===== config.mk =====
export PLATFORM = sky130hd
export DESIGN_NAME = ifetch_stage
export DESIGN_NICKNAME = d
export VERILOG_FILES = /design/src/rtl/ifetch_stage.sv
export SDC_FILE = /design/constraint.sdc
export NUM_CORES = 1
export LEC_CHECK = 0
export ABC_AREA = 1
export CAP_MARGIN = 5
export CORE_MARGIN = 4
export CORE_UTILIZATION = 45
export DETAILED_ROUTE_END_ITERATION = 10
export GPL_TIMING_DRIVEN = 0
export PLACE_DENSITY = 0.71
export RECOVER_POWER = 50
export SLEW_MARGIN = 20
export SYNTH_ARGS = -nofsm -noshare
export SYNTH_HDL_FRONTEND = slang
export SYNTH_SLANG_ARGS = --single-unit

===== constraint.sdc =====
create_clock -name clk -period 6.25 [get_ports clk]
set_input_delay 1.875 -clock clk [delete_from_list [all_inputs] [get_ports clk]]
set_output_delay 1.875 -clock clk [all_outputs]
set_load 0.1 [all_outputs]

===== src/rtl/ifetch_stage.sv =====
// DLX instruction-fetch stage: owns the PC, runs the imem request/ready handshake and feeds the IF/ID register.
// Define IFETCH_PERF_EN to add the saturating perf_fetched / perf_bubbles counters.
module ifetch_stage #(
  parameter logic [0:31] RESET_PC  = 32'h0000_0000,
  parameter logic [0:31] NOP_INSTR = 32'h0000_0000
) (
  input  logic        clk,
  input  logic        rst_n,
  output logic        imem_req,
  output logic [0:31] imem_addr,
  input  logic [0:31] imem_data,
  input  logic        imem_ready,
  input  logic        stall,
  input  logic        redirect_valid,
  input  logic [0:31] redirect_pc,
  output logic        if_id_valid,
  output logic [0:31] if_id_instr,
  output logic [0:31] if_id_pc4,
  output logic [0:5]  OpCode,
  output logic [0:5]  Function
`ifdef IFETCH_PERF_EN
  ,
  output logic [0:31] perf_fetched,
  output logic [0:31] perf_bubbles
`endif
);

  localparam logic [1:0] S_FETCH = 2'd0;
  localparam logic [1:0] S_HOLD  = 2'd1;
  localparam logic [1:0] S_DRAIN = 2'd2;

  logic [1:0]  r_state, w_state_nxt;
  logic [0:31] r_pc, w_pc_nxt;
  logic [0:31] r_addr, w_addr_nxt;
  logic        r_req, w_req_nxt;
  logic        r_valid, w_valid_nxt;
  logic [0:31] r_instr, w_instr_nxt;
  logic [0:31] r_pc4, w_pc4_nxt;
  logic [0:31] r_hold_buf;
  logic        w_hold_ld;
  logic        w_ack;
  logic        w_load;
  logic [0:31] w_pc_plus4;
  logic [0:31] w_redir_pc;

  assign w_ack      = r_req & imem_ready;
  assign w_pc_plus4 = r_pc + 32'd4;
  assign w_redir_pc = redirect_pc & 32'hFFFF_FFFC;

  // A real instruction enters IF/ID either straight from memory or from the buffer parked during a stall.
  assign w_load = !redirect_valid && !stall &&
                  ((r_state == S_FETCH && w_ack) || r_state == S_HOLD);

  always_comb begin
    // NOTE: every signal written here gets a default first, so no path can infer a latch.
    w_state_nxt = r_state;
    w_pc_nxt    = r_pc;
    w_addr_nxt  = r_addr;
    w_req_nxt   = r_req;
    w_valid_nxt = r_valid;
    w_instr_nxt = r_instr;
    w_pc4_nxt   = r_pc4;
    w_hold_ld   = 1'b0;

    if (redirect_valid) begin
      w_valid_nxt = 1'b0;
      w_instr_nxt = NOP_INSTR;
      w_pc_nxt    = w_redir_pc;
      // An unanswered request is never abandoned: keep its address and wait it out in DRAIN.
      if (r_state == S_DRAIN || (r_state == S_FETCH && r_req && !imem_ready)) begin
        w_state_nxt = S_DRAIN;
      end else begin
        w_state_nxt = S_FETCH;
        w_addr_nxt  = w_redir_pc;
        w_req_nxt   = 1'b1;
      end
    end else begin
      case (r_state)
        S_FETCH: begin
          w_req_nxt = 1'b1;
          if (w_ack && stall) begin
            w_hold_ld   = 1'b1;
            w_state_nxt = S_HOLD;
            w_req_nxt   = 1'b0;
          end else if (!w_ack && !stall) begin
            w_valid_nxt = 1'b0;
            w_instr_nxt = NOP_INSTR;
          end
        end
        S_HOLD: begin
          w_req_nxt = 1'b0;
        end
        S_DRAIN: begin
          w_valid_nxt = 1'b0;
          w_instr_nxt = NOP_INSTR;
          if (w_ack) begin
            w_state_nxt = S_FETCH;
            w_addr_nxt  = r_pc;
          end
        end
        default: begin
          w_state_nxt = S_FETCH;
        end
      endcase

      if (w_load) begin
        w_valid_nxt = 1'b1;
        w_instr_nxt = (r_state == S_HOLD) ? r_hold_buf : imem_data;
        w_pc4_nxt   = w_pc_plus4;
        w_pc_nxt    = w_pc_plus4;
        w_addr_nxt  = w_pc_plus4;
        w_state_nxt = S_FETCH;
        w_req_nxt   = 1'b1;
      end
    end
  end

  // NOTE: sequential state uses non-blocking assignments so every flop samples pre-edge values.
  always_ff @(posedge clk or negedge rst_n) begin
    if (!rst_n) begin
      r_state <= S_FETCH;
      r_pc    <= RESET_PC;
      r_addr  <= RESET_PC;
      r_req   <= 1'b0;
      r_valid <= 1'b0;
      r_instr <= NOP_INSTR;
      r_pc4   <= 32'h0000_0000;
    end else begin
      r_state <= w_state_nxt;
      r_pc    <= w_pc_nxt;
      r_addr  <= w_addr_nxt;
      r_req   <= w_req_nxt;
      r_valid <= w_valid_nxt;
      r_instr <= w_instr_nxt;
      r_pc4   <= w_pc4_nxt;
    end
  end

  // NOTE: the hold buffer is a pure data register with no reset; it is only read after being written.
  always_ff @(posedge clk) begin
    if (w_hold_ld) r_hold_buf <= imem_data;
  end

  assign imem_req    = r_req;
  assign imem_addr   = r_addr;
  assign if_id_valid = r_valid;
  assign if_id_instr = r_instr;
  assign if_id_pc4   = r_pc4;
  assign OpCode      = r_instr[0:5];
  assign Function    = r_instr[26:31];

`ifdef IFETCH_PERF_EN
  logic [0:31] r_perf_fetched;
  logic [0:31] r_perf_bubbles;

  always_ff @(posedge clk or negedge rst_n) begin
    if (!rst_n) begin
      r_perf_fetched <= 32'h0000_0000;
      r_perf_bubbles <= 32'h0000_0000;
    end else begin
      if (w_load && r_perf_fetched != '1) r_perf_fetched <= r_perf_fetched + 32'd1;
      if (!w_valid_nxt && !stall && r_perf_bubbles != '1) r_perf_bubbles <= r_perf_bubbles + 32'd1;
    end
  end

  assign perf_fetched = r_perf_fetched;
  assign perf_bubbles = r_perf_bubbles;
`endif

endmodule


==> results.yml <==
grt:
  grt_pass1_wl_mm: 30.7
  grt_pass1_vias: 6078
  grt-ovfl-total: 0
  grt_start_max_net_pins: 69
  antenna_found_initial: 0
  track_usage_pct: 21.4
sta:
  hold_viol: 0
  fin_ws_ps: 2280
  clock_skew_ps: 10.7
  period_needed_ps: 3970
  whs_ps: 473
  finalCritPeriodShare_pct: 63.5
  rsz0062_at_grt: "false"
  drv_slew: 0
  fin_setup_tns_ps: 0
  slew-limit-headroom_pct: 13.9
  setup_viol: 0
  max_slew.worst_pin.slew_ps: 1290
  max_freq_mhz: 252
clock_tree:
  cts_buffers: 17
  clockBufferDepth: 2
  cts_resized: 0
  hold_buffers: 0
  cts_tree: "yes"
  cts-root-buf: "clkbuf_16"
  cts_sinks: 159
  insertion_delay_ps: 430
  postCtsSetupBuffers: 0
  clk_pin_slew_ps: 70
  htreeDepth: 4
detailed_routing:
  drt-total-wl_mm: 19.1
  wire_per_inst_um: 15.3
  via_per_inst: 4.94
  postRouteAntennaNets: 0
  routed-via-count: 6153
  drt_iter0_markers: 391
  firstDrtPassIters: 5
  drc: 0
placement:
  placedCellCount: 1214
  dp_hpwl_mm: 14.0
  dp_worst_setup_slack_ps: 2550
  dpl_cell_area_um2: 9230
  place.gp.congestion: 0.883
  io_buffers: 173
worst_setup_path:
  critPathCaptureType: "register"
  worstSetupStartpointType: "primary input"
  crit_fanout: 10
  criticalPathCategory: "in -> reg"
  required_ps: 6570
  reg2reg_setup_slack_ps: 3810
  arrival_ps: 4290
yosys:
  synth_cell_types: 30
  synth-edff-count: 32
  yosysWarnings: 0
  syn_inst: 827
  syn_area_um2: 7160
  synth_simple_gate_area_share_pct: 26.4
  yosysMostFrequentCell: "nand2_1"
  synth_area_leaders: "dfrtp_1, nand2_1, edfxtp_1"
  synth_xor_area_share_pct: 0.734
  synth_seq_cells: 159
  ys_seq_area_share_pct: 57.8
  syn_avg_cell_area_um2: 8.66
  synthTopCellsByCount: "nand2_1, dfrtp_1, nor2_1, nand3_1, inv_1"
  synth-main-ff-cell: "dfrtp_1"
  netlist.area_leader.share_pct: 44.4
  async_flop_share_pct: 79.9
  synth_compound_area_share_pct: 8.00
  synth_top_family_by_area: "simple AND/OR/NAND/NOR gates"
  synth_fa_ha_area_share_pct: 0.175
  synth_top_cell_by_area: "dfrtp_1"
  synth.area.mux_share_pct: 0
die:
  placementRows: 45
  core-area_um2: 15400
  die_h_um: 134
  start_util_pct: 46.6
  dieArea_um2: 18000
  die_w_um: 134
  ios: 179
hold_path:
  min_path_type: "reg -> reg"
final_layout:
  multi_input_area_um2: 2520
  n_fill_cell: 1319
  synthToLayoutAreaGrowth_pct: 36.5
  design_area_um2: 9780
  final_cells: 1246
  num_antenna_cells: 0
  ff_latch_area_um2: 4140
  final_net_count: 1092
  drive_gt1_share_pct: 7.83
pwr:
  peakVddDrop_v: 0.000343
  power.leakage_nw: 4.50
  power.density_nw_per_um2: 450
job:
  drv_cap: 0
run_status:
  outcome: "completed"
worst paths after layout:
check / start / end / cells past startpoint
min in group asynchronous: rst_n / if_id_instr[3]$_DFFE_PN0P_ / 1
worst max register to register: r_state[0]$_DFFE_PN0P_ / if_id_instr[6]$_DFFE_PN0P_ / 10
worst max-delay path: imem_ready / if_id_instr[6]$_DFFE_PN0P_ / 10
max in group asynchronous: rst_n / imem_addr[9]$_DFFE_PN0P_ / 2
worst min register to register: imem_addr[26]$_DFFE_PN0P_ / imem_addr[26]$_DFFE_PN0P_ / 2
worst min-delay path: imem_addr[26]$_DFFE_PN0P_ / imem_addr[26]$_DFFE_PN0P_ / 2
final cells by class:
| type | instances | share of cell area (%) |
|---|---|---|
| sequential | 159 | 42.3 |
| buffer | 51 | 3.10 |
| timing repair buffer | 175 | 18.3 |
| clock buffer | 17 | 4.35 |
| multi-input combinational | 573 | 25.8 |
| tap | 211 | 2.70 |
| inverter | 45 | 1.73 |
| clock inverter | 15 | 1.65 |
state kept, by name (all words and copies together), names as in the netlist:
| register | cells |
|---|---|
| imem_req | 1 |
| r_state | 2 |
| if_id_instr | 32 |
| imem_addr | 31 |
| r_hold_buf | 32 |
| r_pc | 30 |
| if_id_pc4 | 30 |
| if_id_valid | 1 |
cell usage in the layout (no fill, tap or decap), types with 4 or more instances in the layout:
| cell | instances |
|---|---|
| clkdlybuf4s50_1 | 139 |
| buf_6 | 4 |
| buf_2 | 5 |
| dlygate4sd3_1 | 33 |
| edfxtp_1 | 32 |
| buf_4 | 20 |
| nor2_2 | 6 |
| inv_8 | 6 |
| xnor2_1 | 4 |
| inv_1 | 39 |
| a21oi_1 | 34 |
| nor2_1 | 70 |
| inv_6 | 5 |
| clkbuf_1 | 22 |
| nand3_1 | 52 |
| o21bai_1 | 8 |
| nand2_1 | 332 |
| o21ai_0 | 18 |
| o31ai_1 | 32 |
| inv_2 | 6 |
| dfrtp_1 | 127 |
| clkbuf_16 | 17 |
stage by stage:
step	util, %	power, W
finish	63.6	0.00440
global route	63.6	0.00456
CTS	63.9	0.00444
detailed placement	60.0	0.00340
global placement	59.6	0.00339
floorplan	-	0.00287
worst max-delay path: stages:
cell and delay, ps:
dlygate4sd3_1 560, nand2_1 110, nand2_1 90, nand2_1 130, nand2_1 110, clkbuf_1 290
nor3_1 600, buf_2 360, nand2_1 80, o31ai_1 80
layer usage:
metal | GRT usage [%] | part of all wire [%] | vias up
li1 | - | - | 3048
met1 | 28.2 | 45 | 2890
met2 | 35.7 | 48 | 192
met3 | 4.20 | 5.5 | 23
met4 | 6.79 | 1.7 | 0
met5 | 0 | 0 | -
report_power, final:
group          leakage, nW  internal (W)  total, W  switching [W]
logic                 2.30      0.000438   0.00200        0.00156
clock network        0.290      0.000539   0.00103       0.000494
registers             1.91       0.00125   0.00137       0.000120
cell families after synthesis:
logic type | Yosys count
adders and majority gates | 1
buffers and inverters | 96
and+or+nand+nor | 470
AOI/OAI and AO/OA | 94
DFF | 159
other | 1
xor gates and xnor gates | 6
(Power assumes the default switching activity.)
